File: config.mk
export PLATFORM = sky130hd
export DESIGN_NAME = twiddle_gen_flat
export DESIGN_NICKNAME = d
export VERILOG_FILES = /design/src/rtl/twiddle_if.sv /design/src/rtl/twiddle_gen.sv /design/src/flat_wrapper.sv
export SDC_FILE = /design/constraint.sdc
export NUM_CORES = 1
export LEC_CHECK = 0
export CORE_MARGIN = 10
export CORE_UTILIZATION = 33
export DETAILED_ROUTE_END_ITERATION = 12
export DONT_BUFFER_PORTS = 1
export GPL_TIMING_DRIVEN = 1
export SLEW_MARGIN = 5
export SYNTH_ARGS = -nofsm -noshare
export SYNTH_HDL_FRONTEND = slang
export SYNTH_SLANG_ARGS = --single-unit
File: constraint.sdc
create_clock -name clk -period 5.4 [get_ports clk]
set_input_delay 1.08 -clock clk [delete_from_list [all_inputs] [get_ports clk]]
set_output_delay 1.08 -clock clk [all_outputs]
set_load 0.01 [all_outputs]
File: src/rtl/twiddle_if.sv
// ---------------------------------------------------------------------------
// twiddle_if -- valid/ready twiddle stream from twiddle_gen to its consumer.
//
// Signals:
//   tw_valid  producer -> consumer  tw_data/tw_idx are valid
//   tw_ready  consumer -> producer  consumer accepts the current token
//   tw_data   producer -> consumer  twiddle value (DATA_W bits)
//   tw_idx    producer -> consumer  exponent of tw_data (LOG_N bits)
//
// Modports: master = twiddle_gen side, slave = consumer side.
// ---------------------------------------------------------------------------
interface twiddle_if #(
  parameter int DATA_W = 13,
  parameter int LOG_N  = 8
) ();
  logic              tw_valid;
  logic              tw_ready;
  logic [DATA_W-1:0] tw_data;
  logic [LOG_N-1:0]  tw_idx;

  modport master (output tw_valid, output tw_data, output tw_idx, input  tw_ready);
  modport slave  (input  tw_valid, input  tw_data, input  tw_idx, output tw_ready);
endinterface

File: src/rtl/twiddle_gen.sv
// ---------------------------------------------------------------------------
// twiddle_gen -- streaming twiddle-factor source for the NTT datapath.
//
// On start, emits omega^0 .. omega^(count-1) mod q, one per valid/ready
// handshake. Each successive power comes from a DATA_W-cycle interleaved
// shift-add modular multiply of the previous power by omega, so there is a
// gap of exactly DATA_W cycles between tokens.
//
// Ports:
//   clk      in   clock, rising edge
//   reset    in   synchronous, active-low reset
//   start    in   one-cycle request, sampled only in IDLE
//   q        in   modulus (>= 2), latched at start
//   omega    in   root of unity (< q), latched at start
//   scale    in   first value (< q), TWIDDLE_SCALE_EN builds only
//   count    in   number of twiddles to emit, latched at start
//   busy     out  high in any state other than IDLE
//   done     out  one-cycle pulse after the last handshake
//   tw       twiddle_if.master: tw_valid / tw_ready / tw_data / tw_idx
//
// Build option: define TWIDDLE_SCALE_EN to add the scale port; the stream
// then becomes scale*omega^k mod q. Timing is identical in both builds.
// ---------------------------------------------------------------------------
module twiddle_gen #(
  parameter int DATA_W    = 13,
  parameter int RING_SIZE = 256,
  localparam int LOG_N    = $clog2(RING_SIZE)
) (
  input  logic              clk,
  input  logic              reset,
  input  logic              start,
  input  logic [DATA_W-1:0] q,
  input  logic [DATA_W-1:0] omega,
`ifdef TWIDDLE_SCALE_EN
  input  logic [DATA_W-1:0] scale,
`endif
  input  logic [LOG_N-1:0]  count,
  output logic              busy,
  output logic              done,
  twiddle_if.master         tw
);

  localparam int BIT_W = $clog2(DATA_W);

  localparam logic [1:0] IDLE = 2'd0;
  localparam logic [1:0] EMIT = 2'd1;
  localparam logic [1:0] MUL  = 2'd2;
  localparam logic [1:0] FIN  = 2'd3;

  logic [1:0]        state;
  logic [DATA_W-1:0] q_r;
  logic [DATA_W-1:0] omega_r;
  logic [LOG_N-1:0]  count_r;
  logic [DATA_W-1:0] acc;
  logic [BIT_W-1:0]  bit_cnt;

  logic [DATA_W:0]   dbl;
  logic [DATA_W:0]   sum;
  logic [DATA_W-1:0] first_val;

`ifdef TWIDDLE_SCALE_EN
  assign first_val = scale;
`else
  assign first_val = DATA_W'(1);
`endif

  assign busy = (state != IDLE);
  assign done = (state == FIN);

  // One step of the MSB-first interleaved multiply: acc*2 (+ tw_data) mod q.
  // Both operands are < q, so each partial result is < 2q and a single
  // conditional subtraction after each add restores it to [0, q).
  // NOTE: every variable in an always_comb is assigned before any branch,
  // so no path leaves it holding its old value (which would infer a latch).
  always_comb begin
    dbl = {acc, 1'b0};
    if (dbl >= {1'b0, q_r}) dbl = dbl - {1'b0, q_r};
    sum = dbl;
    if (omega_r[bit_cnt]) sum = dbl + {1'b0, tw.tw_data};
    if (sum >= {1'b0, q_r}) sum = sum - {1'b0, q_r};
  end

  // NOTE: all state below is updated with non-blocking assignments so every
  // register samples the pre-edge values, independent of statement order.
  always_ff @(posedge clk) begin
    if (!reset) begin
      state       <= IDLE;
      q_r         <= '0;
      omega_r     <= '0;
      count_r     <= '0;
      acc         <= '0;
      bit_cnt     <= '0;
      tw.tw_valid <= 1'b0;
      tw.tw_data  <= '0;
      tw.tw_idx   <= '0;
    end else begin
      case (state)
        IDLE: begin
          if (start) begin
            q_r     <= q;
            omega_r <= omega;
            count_r <= count;
            if (count != '0) begin
              tw.tw_data  <= first_val;
              tw.tw_idx   <= '0;
              tw.tw_valid <= 1'b1;
              state       <= EMIT;
            end else begin
              state <= FIN;
            end
          end
        end

        EMIT: begin
          if (tw.tw_ready) begin
            tw.tw_valid <= 1'b0;
            if (tw.tw_idx == count_r - LOG_N'(1)) begin
              state <= FIN;
            end else begin
              acc     <= '0;
              bit_cnt <= BIT_W'(DATA_W - 1);
              state   <= MUL;
            end
          end
        end

        MUL: begin
          acc     <= sum[DATA_W-1:0];
          bit_cnt <= bit_cnt - BIT_W'(1);
          if (bit_cnt == '0) begin
            tw.tw_data  <= sum[DATA_W-1:0];
            tw.tw_idx   <= tw.tw_idx + LOG_N'(1);
            tw.tw_valid <= 1'b1;
            state       <= EMIT;
          end
        end

        default: begin
          state <= IDLE;
        end
      endcase
    end
  end

endmodule

File: src/flat_wrapper.sv
// flat-port wrapper written by rule: the top's interface ports become plain ports
module twiddle_gen_flat 
#(
  parameter int DATA_W    = 13,
  parameter int RING_SIZE = 256,
  localparam int LOG_N    = $clog2(RING_SIZE)
)
  (clk, reset, start, q, omega, count, busy, done, tw_tw_valid, tw_tw_data, tw_tw_idx, tw_tw_ready);
  twiddle_if #(.DATA_W(DATA_W), .LOG_N((8))) tw_i ();
  input  logic clk;
  input  logic reset;
  input  logic start;
  input  logic [DATA_W-1:0] q;
  input  logic [DATA_W-1:0] omega;
  input  logic [LOG_N-1:0] count;
  output logic busy;
  output logic done;
  output wire logic [$bits(tw_i.tw_valid)-1:0] tw_tw_valid;
  output wire logic [$bits(tw_i.tw_data)-1:0] tw_tw_data;
  output wire logic [$bits(tw_i.tw_idx)-1:0] tw_tw_idx;
  input wire logic [$bits(tw_i.tw_ready)-1:0] tw_tw_ready;
  assign tw_tw_valid = tw_i.tw_valid;
  assign tw_tw_data = tw_i.tw_data;
  assign tw_tw_idx = tw_i.tw_idx;
  assign tw_i.tw_ready = tw_tw_ready;
  twiddle_gen #(.DATA_W(DATA_W), .RING_SIZE(RING_SIZE)) u_core (.clk(clk), .reset(reset), .start(start), .q(q), .omega(omega), .count(count), .busy(busy), .done(done), .tw(tw_i));
endmodule
==> results.md <==
- Final setup vio count: 8
- Final-stage net count: 872
- Crit-path slowest cell: fa_2
- CTS max path bufs: 2
- Synth area leader: dfxtp_1
- Worst Hold Class: flop to flop
- Startpoint Class: flop
- Crit-path cells: inv_2 > fa_2 > a211oi_2 > o21ai_2 > o2111ai_2 > a21oi_2 > buf_12 > mux2_4 > fa_2 > a211oi_4 > o21ai_2 > a31oi_2 > xnor2_1 > nor2_1 > a21oi_2 > ha_2 > or3_4 > or3_1 > o211a_1 > nor4_4 > buf_4 > nor2_4 > or3_4 > a32o_1
- Gr usage total: 0.150
- I/O pins: 62
- Post-synthesis cell count: 690
- Placed Cells: 988
- Total number of vias: 5390
- Final Critical Period: 5.44 ns
- Period utilisation layout: 1.01
- Min-delay src: u_core.omega_r[12]$_SDFFE_PN0P_
- Max-Cap Viols: 0
- Initial Util: 0.335
- Critical path type: flop to flop
- Initial antenna violation count: 0
- DRT iter0 DRCs: 250
- Top sig layer: met4
- Congestion Overflow GR: 0
- Die Height: 150 um
- DRC: 0
- Slew Limit Headroom: 0.246
- Vias in the first global route: 5164
- Met3 WL: 1010 um
- Routed Antenna Nets: 0
- R2R cell count: 24
- Critical path buffers and inverters: 3
- Slew Viols, Final: 0
- Critical R2R Launch: u_core.q_r[0]$_SDFFE_PN0P_
- Antenna cell count: 0
- Outcome: complete, but fails checks
- Ys flop type: dfxtp_1
- Metal2 WL: 8150 um
- Hold depth: 2
- Clock Skew: 0.0137 ns
- M1 WL: 7630 um
- Mapped cell area: 0.00554 mm^2
- Clk sink count: 75
- Post-route worst setup slack: -0.0422 ns
- Critical Path AT: 5.68 ns
- Top cell type's share of synthesized area: 0.271
- CP top delay family: compound AO/OA/AOI/OAI gates
- Standard-cell row count: 47
- End of the worst register-to-register path: u_core.acc[7]$_SDFFE_PN0P_
- Max FO, Critical Path: 6
- Pre-Repair DR Iteration Count: 5
- Top post-synthesis cells by area: dfxtp_1 (27%), ha_1 (9.5%), nand2_1 (7.8%)
- WL/cell: 16.8 um
- Layout cells sized above 1: 0.280
- Syn-to-layout area delta: 31.5%
- R2R setup slack: -0.04 ns
- Least-Margin Pin Slew: 1.13 ns
- Hold_buf cts: 0
- Worst Path Required: 5.64 ns
- Clock transition at the registers of the reported paths: 0.07 ns
- Worst hold endpoint: u_core.omega_r[12]$_SDFFE_PN0P_
- Synth warnings: 0
- #FFs+latches synth: 75
- Cts bufs inserted: 9
- Highest clock rate: 184 MHz
- Dpl hpwl: 13300 um
- Max stage delay on crit path: 0.40 ns
- Final cell count without fillers: 1014
- First-pass GRT wire length: 26800 um
- Post-synth EDFFs: 0
- Port Buffers: 0
- Synth unique cells: 62
- Failing checks: negative setup slack
- Largest net degree at the start of global routing: 54
- TritonCTS clock tree: yes
- Full die area: 0.0224 mm^2
- Ys async rst share: 0
- Placer Congestion: 0.928
- Avg Cell Area, Syn: 8.03 um^2
- Syn_nets: 773
- Vias per cell: 5.32
- Routed wire length: 17000 um
- Register area share after synthesis: 0.271
- Crit. End Element: flop
- Unrepaired setup endpoints after global routing: yes
- Worst-Skew Late Latency: 0.35 ns
- Fin. Hold Viols: 0
- Core box area: 0.0165 mm^2
- Die width: 150 um
- Root Driver: clkbuf_16
- Clock H-tree levels: 3
synth_stat cells, types with 9 or more instances:
library cell	number
ha_1	42
clkbuf_1	18
nor2b_1	9
nand4_1	13
nor3_1	16
a21oi_1	35
dfxtp_1	75
xor2_1	18
o21ai_0	30
mux2_2	12
xnor2_1	28
inv_1	29
a21o_1	13
nand2_1	115
nand3_1	17
o211ai_1	9
nor2_1	35
a21boi_0	42
a32o_1	9
flip-flops by register name, indices dropped and copies added (netlist names):
register / cells
u_core.count_r: 8
u_core.q_r: 13
u_core.tw.tw_idx: 8
u_core.tw.tw_valid: 1
u_core.omega_r: 13
u_core.state: 2
u_core.acc: 13
u_core.tw.tw_data: 13
u_core.bit_cnt: 4
how the worst max path moves through the flow:
stage,slack [ns],from,cells past startpoint,endpoint
after floorplan,0.0001,u_core.q_r[5]$_SDFFE_PN0P_,23,u_core.acc[8]$_SDFFE_PN0P_
after global placement,-0.34,u_core.q_r[12]$_SDFFE_PN0P_,24,u_core.acc[12]$_SDFFE_PN0P_
after detailed placement,-0.40,u_core.q_r[12]$_SDFFE_PN0P_,24,u_core.acc[4]$_SDFFE_PN0P_
after CTS,-0.07,u_core.q_r[1]$_SDFFE_PN0P_,24,u_core.acc[7]$_SDFFE_PN0P_
after global routing,-0.28,u_core.q_r[1]$_SDFFE_PN0P_,24,u_core.acc[7]$_SDFFE_PN0P_
final,-0.04,u_core.q_r[0]$_SDFFE_PN0P_,24,u_core.acc[7]$_SDFFE_PN0P_
stage by stage:
stage,hold slack [ns],setup slack [ns],utilization,area (um^2),setup TNS (ns)
global placement,0.447,-0.338,0.396,6550,-6.66
CTS,0.464,-0.0715,0.428,7070,-0.486
global route,0.481,-0.277,0.441,7290,-4.78
finish,0.461,-0.0422,0.441,7290,-0.251
detailed placement,0.454,-0.404,0.396,6550,-8.40
floorplan,0.438,0.000119,-,5590,0
layer usage:
layer / global-route usage / vias up
met5: 0 / -
met4: 0.0373 / 0
met3: 0.0420 / 19
met2: 0.250 / 135
met1: 0.187 / 2543
li1: - / 2693
timing repair:
item | in CTS | in global routing
pin swaps | 19 | 39
setup buffers | 7 | 3
setup endpoints to repair | 26 | 26
gates cloned | 1 | 0
gates resized for setup | 33 | 37
logic make-up (layout without fill, tap and decap cells):
kind of cell / Yosys count / count (layout) / synth area share
muxes: 19 / 19 / 0.0438
adders and majority gates: 45 / 45 / 0.106
xor gates and xnor gates: 48 / 48 / 0.0786
and+or+nand+nor: 248 / 249 / 0.210
buffers and inverters: 57 / 160 / 0.0433
AOI/OAI and AO/OA: 198 / 198 / 0.248
DFF: 75 / 75 / 0.271
final cells by class:
type	instances	area, um^2
inverters	29	109
well taps	220	275
flip-flops and latches	75	1510
clock buffers	9	225
clock inverters	7	67.6
fillers	1642	9240
repair buffers	115	900
multi-input cells	559	4210
tightest hold or removal path: cells and delay by family, from the launching register on:
kind,cells,cell delay [ns]
compound gates,1,0.06
flops,1,0.31
simple gates,1,0.05
cell usage in the layout, fill, tap and decap left out, drive strengths merged, types with 18 or more instances in the layout:
master,count
nand3,18
dfxtp,75
nor2,36
a21oi,36
xnor2,30
xor2,18
inv,33
o21ai,36
ha,42
nand2,115
buf,115
a21boi,42
Power is left out: the tool's default activity adds up to more than one toggle a clock period on the data nets, which glitch-free logic cannot reach.
